<file path="src/rtl/tx_frame_arbiter.sv">
// ---------------------------------------------------------------------------
// tx_frame_arbiter
// Shares the single UART TX FIFO write port among NUM_REQ response sources.
// Each source asks for a 1- or 2-byte frame. A winner is picked, its frame is
// latched, and the bytes are pushed LSB first. The pusher stalls while
// FIFO_FULL is high, and frames from different sources never interleave.
//
// Ports
//   CLK        system clock
//   RST        asynchronous, active-low reset
//   REQ        per-requester frame request, held until the matching ACK bit
//   REQ_LEN    per-requester length: 0 = one byte, 1 = two bytes
//   REQ_DATA   requester i frame at [i*2*DATA_WIDTH +: 2*DATA_WIDTH]
//   FIFO_FULL  TX FIFO full flag
//   ACK        one-hot pulse in the cycle the last byte of a frame is pushed
//   TX_P_Data  byte to the FIFO, 0 when TX_D_VLD is low
//   TX_D_VLD   FIFO write strobe
//   BUSY       high whenever a frame is in progress
//
// Build option
//   TX_ARB_FIXED_PRIO_EN  defined: fixed priority, lowest index always wins,
//                         and there is no pointer register.
//                         undefined: round-robin with a pointer that advances
//                         when a frame completes.
//
// state    | meaning
// ---------+--------------------------------------------------
// IDLE     | no frame in progress; arbitrate and latch on grant
// SEND_LSB | push latched LSB when FIFO has room
// SEND_MSB | push latched MSB when FIFO has room, then ACK
// ---------------------------------------------------------------------------
module tx_frame_arbiter #(
   parameter int DATA_WIDTH = 8,
   parameter int NUM_REQ    = 3
) (
   input  logic                            CLK,
   input  logic                            RST,
   input  logic [NUM_REQ-1:0]              REQ,
   input  logic [NUM_REQ-1:0]              REQ_LEN,
   input  logic [NUM_REQ*2*DATA_WIDTH-1:0] REQ_DATA,
   input  logic                            FIFO_FULL,
   output logic [NUM_REQ-1:0]              ACK,
   output logic [DATA_WIDTH-1:0]           TX_P_Data,
   output logic                            TX_D_VLD,
   output logic                            BUSY
);

   localparam int IDX_W = (NUM_REQ > 2) ? 2 : 1;

   typedef enum logic [1:0] {
      IDLE     = 2'd0,
      SEND_LSB = 2'd1,
      SEND_MSB = 2'd2
   } state_t;

   state_t                    r_state;
   state_t                    w_next;
   logic [IDX_W-1:0]          r_idx;
   logic                      r_len;
   logic [2*DATA_WIDTH-1:0]   r_data;
   logic [IDX_W-1:0]          w_win_idx;
   logic                      w_any;
   logic                      w_done;

`ifdef TX_ARB_FIXED_PRIO_EN
   // Descending scan, so the lowest set index is the last one written and wins.
   always_comb begin
      w_any     = |REQ;
      w_win_idx = '0;
      for (int i = NUM_REQ - 1; i >= 0; i--) begin
         if (REQ[i]) w_win_idx = IDX_W'(i);
      end
   end
`else
   logic [IDX_W-1:0] r_ptr;
   logic [IDX_W-1:0] w_j;

   // Scan offsets from the highest down to the lowest, so the set bit closest
   // to the pointer (searching upward with wrap) is written last and wins.
   always_comb begin
      w_any     = |REQ;
      w_win_idx = '0;
      w_j       = '0;
      for (int k = NUM_REQ - 1; k >= 0; k--) begin
         w_j = IDX_W'((int'(r_ptr) + k) % NUM_REQ);
         if (REQ[w_j]) w_win_idx = w_j;
      end
   end

   // The pointer moves only when a frame completes. A frame cut short by
   // reset leaves it at its reset value.
   always_ff @(posedge CLK or negedge RST) begin
      if (!RST) begin
         r_ptr <= '0;
      end else if (w_done) begin
         r_ptr <= (r_idx == IDX_W'(NUM_REQ - 1)) ? '0 : r_idx + 1'b1;
      end
   end
`endif

   always_ff @(posedge CLK or negedge RST) begin
      if (!RST) begin
         r_state <= IDLE;
         r_idx   <= '0;
         r_len   <= 1'b0;
         r_data  <= '0;
      end else begin
         r_state <= w_next;
         if (r_state == IDLE && w_any) begin
            r_idx  <= w_win_idx;
            r_len  <= REQ_LEN[w_win_idx];
            r_data <= REQ_DATA[int'(w_win_idx)*2*DATA_WIDTH +: 2*DATA_WIDTH];
         end
      end
   end

   always_comb begin
      w_next    = r_state;
      TX_D_VLD  = 1'b0;
      TX_P_Data = '0;
      w_done    = 1'b0;
      ACK       = '0;
      case (r_state)
         IDLE: begin
            if (w_any) w_next = SEND_LSB;
         end
         SEND_LSB: begin
            if (!FIFO_FULL) begin
               TX_D_VLD  = 1'b1;
               TX_P_Data = r_data[DATA_WIDTH-1:0];
               if (r_len) begin
                  w_next = SEND_MSB;
               end else begin
                  w_done = 1'b1;
                  w_next = IDLE;
               end
            end
         end
         SEND_MSB: begin
            if (!FIFO_FULL) begin
               TX_D_VLD  = 1'b1;
               TX_P_Data = r_data[2*DATA_WIDTH-1:DATA_WIDTH];
               w_done    = 1'b1;
               w_next    = IDLE;
            end
         end
         default: w_next = IDLE;
      endcase
      if (w_done) ACK = NUM_REQ'(1) << r_idx;
   end

   assign BUSY = (r_state != IDLE);

endmodule

</file>
<file path="config.mk">
export PLATFORM = sky130hd
export DESIGN_NAME = tx_frame_arbiter
export DESIGN_NICKNAME = d
export VERILOG_FILES = /design/src/rtl/tx_frame_arbiter.sv
export SDC_FILE = /design/constraint.sdc
export NUM_CORES = 1
export LEC_CHECK = 0
export ABC_CLOCK_PERIOD_IN_PS = 5100
export CORE_ASPECT_RATIO = 0.9
export CORE_MARGIN = 10
export CORE_UTILIZATION = 45
export CTS_CLUSTER_SIZE = 24
export DETAILED_ROUTE_END_ITERATION = 10
export MAX_ROUTING_LAYER = met4
export PLACE_DENSITY = 0.85
export SYNTH_ARGS = -nofsm -noshare
export SYNTH_HDL_FRONTEND = slang
export SYNTH_SLANG_ARGS = --single-unit
</file>
<file path="constraint.sdc">
create_clock -name CLK -period 5.1 [get_ports CLK]
set_input_delay 1.02 -clock CLK [delete_from_list [all_inputs] [get_ports CLK]]
set_output_delay 1.02 -clock CLK [all_outputs]
set_load 0.01 [all_outputs]
</file>
==> results of run 1 <==
[area by class of cell]
class	instances	share of cell area, %
Clock buffer	4	1.94
Inverter	8	1.30
Multi-Input combinational cell	136	39.4
Sequential cell	23	24.9
Tap cell	44	2.38
Timing Repair Buffer	70	30.1
[Yosys cell counts]
library cell / number / area share [%]
o21ai_0: 4 / 1.3
a211oi_1: 12 / 5.7
o22ai_1: 7 / 2.8
a21o_2: 2 / 1.1
and3_2: 1 / 0.47
a22o_1: 1 / 0.55
a2111oi_0: 1 / 0.55
nor3_2: 1 / 0.63
inv_1: 8 / 1.9
o22a_1: 1 / 0.55
nor2b_1: 2 / 0.79
a21o_1: 2 / 0.95
ha_1: 7 / 5.5
mux2i_1: 18 / 11
dfrtp_1: 23 / 36
buf_12: 1 / 1.3
nand3b_1: 1 / 0.47
buf_1: 1 / 0.24
mux2_2: 1 / 0.71
buf_2: 1 / 0.32
and2b_2: 1 / 0.55
nor3b_1: 2 / 0.95
clkbuf_1: 6 / 1.4
nand2_1: 8 / 1.9
buf_6: 2 / 1.4
nand2b_1: 3 / 1.2
nor4b_1: 1 / 0.55
nor2_1: 30 / 7.1
a21oi_1: 6 / 1.9
a22oi_1: 9 / 4.3
o31ai_2: 1 / 0.79
nor3_1: 14 / 4.4
[power groups by stage]
stage	Combinational (mW)	Clock, mW	Sequential, mW
CTS	0.732	0.117	0.333
finish	0.726	0.117	0.334
global placement	0.720	0	0.332
detailed placement	0.730	0	0.336
floorplan	0.543	0	0.319
global route	0.819	0.122	0.346
[through the flow]
step,hold WS [ns],std cells,power (mW)
3_3_place_gp,0.509,281,1.05
2_1_floorplan,0.479,178,0.862
3_5_place_dp,0.512,281,1.07
5_1_grt,0.566,285,1.29
4_1_cts,0.531,285,1.18
6_report,0.526,285,1.18
[state kept, by name, summed over array words and instances, names as in the netlist]
signal / flops
r_ptr: 2
r_idx: 2
r_state: 2
r_len: 1
r_data: 16
[worst paths after layout]
check                                         endpoint  slack, ns  cells after the start
worst max-delay path                            ACK[1]       1.03                      6
worst min-delay path              r_ptr[0]$_DFFE_PN0P_       0.53                      1
worst max register to register  r_data[12]$_DFFE_PN0P_       2.37                      7
worst min register to register    r_ptr[0]$_DFFE_PN0P_       0.53                      1
max in group asynchronous        r_data[7]$_DFFE_PN0P_       3.16                      1
min in group asynchronous         r_ptr[1]$_DFFE_PN0P_       1.31                      1
[cell families (layout without fill, tap and decap cells)]
| kind of cell | Yosys count | after routing |
|---|---|---|
| AND/OR/NAND/NOR | 64 | 64 |
| AO/OA/AOI/OAI | 46 | 46 |
| multiplexers | 19 | 19 |
| flip-flops | 23 | 23 |
| adder cells (fa/ha/maj) | 7 | 7 |
| buffers and inverters | 19 | 82 |
[per-layer routing]
layer  vias to the layer above  wire, um  part of all wire [%]  track usage (%)
li1                        764         -                     -                -
met1                       694      2000                    43             19.8
met2                        55      2220                    48             24.2
met3                         4       394                   8.5             5.78
met4                         0        27                  0.58             2.68
met5                         -         0                     0                -
[worst max-delay path, cell delays in order]
cell             delay (ns)
clkdlybuf4s50_1        0.44
nand2b_1               0.36
inv_1                  0.14
o21ai_0                0.19
nor3b_1                0.31
clkdlybuf4s50_1        0.59
==> flow_metrics.tcl, run 1 <==
set metrics [dict create \
    clock-sinks 23 \
    chipHeight_um 76.3 \
    syn_nets 242 \
    synth-xor-area-share_pct 0 \
    htreeDepth 1 \
    numPortBuffers 69 \
    fin_skew_ns 0.00670 \
    internal_power_uw 664 \
    place_ws_ns 1.04 \
    crit_type "in -> out" \
    hold_viol 0 \
    clk_path_buf_depth 2 \
    synthCells 178 \
    final_common_cell "clkdlybuf4s50_1" \
    critPathCaptureType "output port" \
    register_area_um2 576 \
    wl_mm 4.63 \
    syn_avg_cell_area_um2 8.89 \
    worstHoldStart "r_ptr[0]$_DFFE_PN0P_" \
    slew_headroom_pct 27.9 \
    layout_min_cycle_time_ns 4.07 \
    outcome "finished clean" \
    worst_slack_ns 1.03 \
    synth.mux.area_fraction_pct 12.1 \
    ys_seq_elements 23 \
    p_comb_share_pct 61.7 \
    clockPowerShare_pct 10.0 \
    drv_slew 0 \
    max_cap_violations 0 \
    wl_per_cell_um 16.3 \
    grt_overflow 0 \
    min_path_type "reg -> reg" \
    post_cts_buffers 0 \
    vias 1517 \
    yosys.area_share.simple_pct 19.1 \
    drive_above_1_share_pct 4.56 \
    max_freq_ghz 0.246 \
    cp.required_ns 4.08 \
    grt_pass1_wl_mm 7.95 \
    die_w_um 82.5 \
    startpoint "FIFO_FULL" \
    grt_max_degree 24 \
    p_leak_nw 0.967 \
    rr_startpoint "r_ptr[1]$_DFFE_PN0P_" \
    placed_area_um2 2270 \
    seqPwrFrac_pct 28.4 \
    cts_tree "done" \
    cts_buffers 3 \
    post_cts_resized 0 \
    tightest_slew_ns 1.08 \
    power_density_nw_per_um2 508 \
    fp-row-count 20 \
    cts.clk_slew.worst_paths_ns 0.09 \
    grt_setup_unrepaired "no" \
    ys_seq_area_share_pct 36.4 \
    multiInputGateArea_um2 912 \
    fp.coreArea_um2 3380 \
    path_max_fanout 9 \
    arrival_ns 3.05 \
    firstDrtPassIters 4 \
    final_cell_mix "clkdlybuf4s50_1 (69), nor2_1 (30), dfrtp_1 (23), mux2i_1 (18), nor3_1 (14)" \
    post-route-util_pct 68.6 \
    switching_share_pct 43.5 \
    cts_hold_buf 0 \
    route.detailed.drc 0 \
    first_iter_violations 97 \
    synth_compound_area_share_pct 20.4 \
    routed_via_density 5.32 \
    clkLatencyLatePin_ns 0.27 \
    gp_congestion 0.868 \
    fin_crit_sh_pct 79.8 \
    final_nets 306 \
    irDropWorstVdd_mv 0.258 \
    root_buffer "clkbuf_8" \
    power.switching_uw 512 \
    start_util_pct 46.9 \
    setup_viol 0 \
    hpwl_mm 3.58 \
    final_cell_area_um2 2320 \
    startpoint_type "input pin" \
    fillers 277 \
    dieArea_um2 6290 \
    ios 70 \
    yosys.area_share.adder_pct 5.53 \
    synth_area_um2 1580 \
    antenna_found_initial 0 \
    yosysWarnings 0 \
    syn2layout_area_growth_pct 46.3 \
    synth_cell_types 32 \
    grt_pass1_vias 1663 \
    diodes 0 \
    drtAntennaViolNets 0 \
    grt_usage_pct 15.8 \
    synth_top_family_by_area "compound AO/OA/AOI/OAI gates" \
    tns_ns 0 \
]
No activity file was read; power rests on OpenSTA's default activity.
==> inputs of run 2 (changes only) <==
ABC_CLOCK_PERIOD_IN_PS = 4200   (was 5100)
CORE_UTILIZATION = 42   (was 45)
PLACE_DENSITY = 0.8   (was 0.85)
clock period = 4.2 ns   (was 5.1 ns; I/O delays follow)
==> run 2 against run 1 <==
Power increased by 24%. Via count up 1.8%. Flip-flop and latch count unchanged. Clock-buffer cell count shrank 1. Highest routed layer unchanged. Largest power group unchanged. Global-route usage decreased by 1.6 points. Utilization decreased by 4.9 points. Combinational power increased by 25%. Wire length up 2.4%. Die area increased by 5.3%. Register-to-register slack got worse by 0.81 ns. First-iteration DRC count down 2.1%.
==> flow_metrics.tcl, run 2 (synthesized netlist as in run 1, its figures left out) <==
set metrics [dict create \
    tns_ns 0 \
    syn2layout_area_growth_pct 48.0 \
    cp.required_ns 3.36 \
    crit_type "in -> out" \
    htreeDepth 1 \
    tightest_slew_ns 1.04 \
    clock-sinks 23 \
    place_ws_ns 0.607 \
    fp-row-count 21 \
    fp.coreArea_um2 3680 \
    drv_slew 0 \
    p_leak_nw 0.983 \
    clkLatencyLatePin_ns 0.27 \
    cts.clk_slew.worst_paths_ns 0.09 \
    fin_skew_ns 0.00678 \
    gp_congestion 0.819 \
    start_util_pct 43.0 \
    firstDrtPassIters 4 \
    max_cap_violations 0 \
    grt_usage_pct 14.3 \
    grt_pass1_vias 1616 \
    dieArea_um2 6630 \
    grt_setup_unrepaired "no" \
    worst_slack_ns 0.632 \
    largest_register_ff_count 16 \
    final_common_cell "clkdlybuf4s50_1" \
    irDropWorstVdd_mv 0.313 \
    grt_overflow 0 \
    final_nets 309 \
    antenna_found_initial 0 \
    post_cts_resized 0 \
    cts_tree "done" \
    arrival_ns 2.73 \
    path_max_fanout 9 \
    wl_mm 4.75 \
    cts_buffers 3 \
    post_cts_buffers 0 \
    route.detailed.drc 0 \
    startpoint_type "input pin" \
    first_iter_violations 95 \
    root_buffer "clkbuf_8" \
    wl_per_cell_um 16.4 \
    grt_pass1_wl_mm 7.73 \
    hold_viol 0 \
    post-route-util_pct 63.7 \
    slew_headroom_pct 30.3 \
    hpwl_mm 3.71 \
    fin_crit_sh_pct 84.9 \
    numPortBuffers 69 \
    chipHeight_um 78.2 \
    drtAntennaViolNets 0 \
    power_density_nw_per_um2 621 \
    min_path_type "reg -> reg" \
    critPathCaptureType "output port" \
    drive_above_1_share_pct 6.15 \
    routed_via_density 5.32 \
    setup_viol 0 \
    die_w_um 84.7 \
    grt_max_degree 24 \
    cts_hold_buf 0 \
    final_cell_mix "clkdlybuf4s50_1 (69), nor2_1 (30), dfrtp_1 (23), mux2i_1 (18), nor3_1 (14)" \
    outcome "finished clean" \
    layout_min_cycle_time_ns 3.57 \
    clk_path_buf_depth 2 \
    largest-register "r_data" \
    vias 1544 \
    ios 70 \
    max_freq_ghz 0.280 \
    diodes 0 \
]
[run 2: per-layer routing]
layer,global-route usage [%],routed length [um],up-vias,share of wire (%)
li1,-,-,774,-
met1,17.4,2190,719,46
met2,23.1,2270,46,48
met3,3.92,248,5,5.2
met4,2.96,40,0,0.84
met5,-,0,-,0
[run 2: area by class of cell]
class,count,area [um^2]
clock inverters,1,5.00
well taps,46,57.6
fillers,347,1340
clock buffers,3,41.3
flip-flops and latches,23,576
inverters,8,30.0
repair buffers,73,721
multi-input cells,136,912
[run 2: through the flow]
stage,instances,hold slack [ns],power [mW],cell area (um^2)
after floorplan,178,0.479,1.05,1580
after global placement,286,0.519,1.30,2300
after detailed placement,286,0.522,1.32,2300
after CTS,290,0.545,1.46,2340
after global routing,290,0.559,1.58,2340
final,290,0.542,1.46,2340
[run 2: worst paths after layout]
check                           slack, ns                endpoint  cells after the start                  from
worst max register to register       1.56  r_data[11]$_DFFE_PN0P_                      8  r_ptr[1]$_DFFE_PN0P_
worst min register to register       0.54    r_ptr[0]$_DFFE_PN0P_                      1  r_ptr[0]$_DFFE_PN0P_
max in group asynchronous            2.44   r_data[6]$_DFFE_PN0P_                      1                   RST
min in group asynchronous            1.13    r_ptr[0]$_DFFE_PN0P_                      1                   RST
worst max-delay path                 0.63                  ACK[1]                      7             FIFO_FULL
worst min-delay path                 0.54    r_ptr[0]$_DFFE_PN0P_                      1  r_ptr[0]$_DFFE_PN0P_
[run 2: report_power, final]
part	leakage [nW]	internal, mW	switching [mW]
logic	0.693	0.421	0.486
registers	0.265	0.335	0.0703
clock network	0.0255	0.0665	0.0769
total	0.983	0.823	0.633
[run 2: critical path: stages]
cell and delay, ns:
clkdlybuf4s50_1 0.43, nand2b_1 0.15, buf_4 0.17, inv_1 0.07
o21ai_0 0.17, nor3b_1 0.31, clkdlybuf4s50_1 0.59
==> inputs of run 3 (changes only) <==
ABC_CLOCK_PERIOD_IN_PS = 2870   (was 4200)
CORE_UTILIZATION = 38   (was 42)
PLACE_DENSITY = 0.77   (was 0.8)
clock period = 2.87 ns   (was 4.2 ns; I/O delays follow)
==> run 3 against run 2 <==
Power grew 56%. Wire length grew 8.6%. Utilization shrank 2.9 points. Sequential share of layout area shrank 1.2 points. Final cell count grew 4.8%. Combinational power grew 60%. Hold slack lost 0.017 ns. Clock-buffer cell count is the same. Critical path depth shrank 1. Critical path type unchanged. Critical endpoint unchanged.
==> flow_metrics.tcl, run 3 (synthesized netlist as in run 1, its figures left out) <==
set metrics [dict create \
    path_max_fanout 4 \
    critPathCaptureType "output port" \
    grt_setup_unrepaired "no" \
    fin_crit_sh_pct 96.3 \
    worst_slack_ns 0.107 \
    register_area_um2 576 \
    layoutNonFillerInstCount 304 \
    grt_pass1_vias 1750 \
    grt_pass1_wl_mm 8.23 \
    hold_viol 0 \
    irDropWorstVdd_mv 0.369 \
    ios 70 \
    wl_per_cell_um 17.0 \
    route.detailed.drc 0 \
    final_cell_area_um2 2460 \
    p_leak_nw 1.07 \
    drtAntennaViolNets 0 \
    routed_via_density 5.34 \
    dieArea_um2 7150 \
    syn2layout_area_growth_pct 55.4 \
    setup_viol 0 \
    drv_slew 0 \
    tns_ns 0 \
    max_freq_ghz 0.362 \
    cts.clk_slew.worst_paths_ns 0.09 \
    grt_usage_pct 14.7 \
    crit_type "in -> out" \
    place_ws_ns -0.0733 \
    largest-register "r_data" \
    dp.cells 299 \
    antenna_found_initial 0 \
    numPortBuffers 69 \
    final_cell_mix "clkdlybuf4s50_1 (68), nor2_1 (30), dfrtp_1 (23), mux2i_1 (18), buf_4 (15)" \
    fin_skew_ns 0.00209 \
    hpwl_mm 3.94 \
    fp-row-count 22 \
    fillers 383 \
    max_cap_violations 0 \
    finalPower_mw 2.27 \
    grt_overflow 0 \
    fp.coreArea_um2 4050 \
    final_nets 321 \
    cp.required_ns 2.30 \
    htreeDepth 1 \
    multiInputGateArea_um2 922 \
    ff2ff_setup_slack_ns 0.72 \
    slew_headroom_pct 65.0 \
    wl_mm 5.16 \
    arrival_ns 2.19 \
    layout_min_cycle_time_ns 2.76 \
    reg2reg_depth 8 \
    grt_max_degree 24 \
    power_density_nw_per_um2 921 \
    gp_congestion 0.816 \
    clkLatencyLatePin_ns 0.28 \
    first_iter_violations 80 \
    chipHeight_um 81.2 \
    drive_above_1_share_pct 11.3 \
    cts_buffers 3 \
    tightest_slew_ns 0.518 \
    clk_path_buf_depth 2 \
    clock-sinks 23 \
    diodes 0 \
    root_buffer "clkbuf_8" \
    startpoint_type "input pin" \
    min_delay_path_depth 1 \
    cts_tree "done" \
    placed_area_um2 2380 \
    outcome "finished clean" \
    die_w_um 88.0 \
    firstDrtPassIters 4 \
    largest_register_ff_count 16 \
    final_common_cell "clkdlybuf4s50_1" \
    start_util_pct 39.1 \
    vias 1623 \
    min_path_type "reg -> reg" \
]
==> run 3: area by class of cell <==
class	instances	share of cell area (%)
multi-input cells	136	37.5
flip-flops and latches	23	23.4
well taps	48	2.44
inverters	8	1.22
repair buffers	85	33.6
clock inverters	1	0.203
clock buffers	3	1.68
==> run 3: worst paths after layout <==
kind / start / to
max in group asynchronous: RST / r_data[1]$_DFFE_PN0P_
min in group asynchronous: RST / r_ptr[0]$_DFFE_PN0P_
worst max register to register: r_ptr[1]$_DFFE_PN0P_ / r_data[8]$_DFFE_PN0P_
worst max-delay path: FIFO_FULL / ACK[1]
worst min register to register: r_ptr[0]$_DFFE_PN0P_ / r_ptr[0]$_DFFE_PN0P_
worst min-delay path: r_ptr[0]$_DFFE_PN0P_ / r_ptr[0]$_DFFE_PN0P_
==> run 3: what timing repair did <==
action	in CTS	in global routing
endpoints found under the setup margin	1	16
buffers inserted	0	1
hold buffers	0	0
pin swaps	0	2
resized for setup	1	3
==> run 3: through the flow <==
stage                     hold WS (ns)  util (%)
after floorplan                  0.278         -
after global placement           0.506      58.8
after detailed placement         0.509      58.8
after CTS                        0.529      60.1
after global routing             0.553      60.8
final                            0.525      60.8
==> run 3: routing by layer <==
| layer | up-vias | part of all wire [%] | global-route usage, % | wire (um) |
|---|---|---|---|---|
| met4 | 0 | 1.6 | 3.92 | 82 |
| met3 | 8 | 7.6 | 3.50 | 390 |
| met2 | 65 | 49 | 24.1 | 2520 |
| li1 | 797 | - | - | - |
| met5 | - | 0 | - | 0 |
| met1 | 753 | 42 | 17.6 | 2160 |
==> run 3: critical path, cell delays in order <==
cell and delay (ns):
clkdlybuf4s50_1 0.42, nand2b_1 0.16, inv_1 0.07, o21ai_1 0.14, nor3b_2 0.25, clkdlybuf4s50_1 0.57
==> run 3: power by group <==
part / switching [mW] / leakage (nW) / internal (mW) / total (mW)
Sequential: 0.111 / 0.265 / 0.490 / 0.601
Combinational: 0.751 / 0.775 / 0.698 / 1.45
Clock: 0.119 / 0.0255 / 0.0975 / 0.217
Total: 0.981 / 1.07 / 1.29 / 2.27
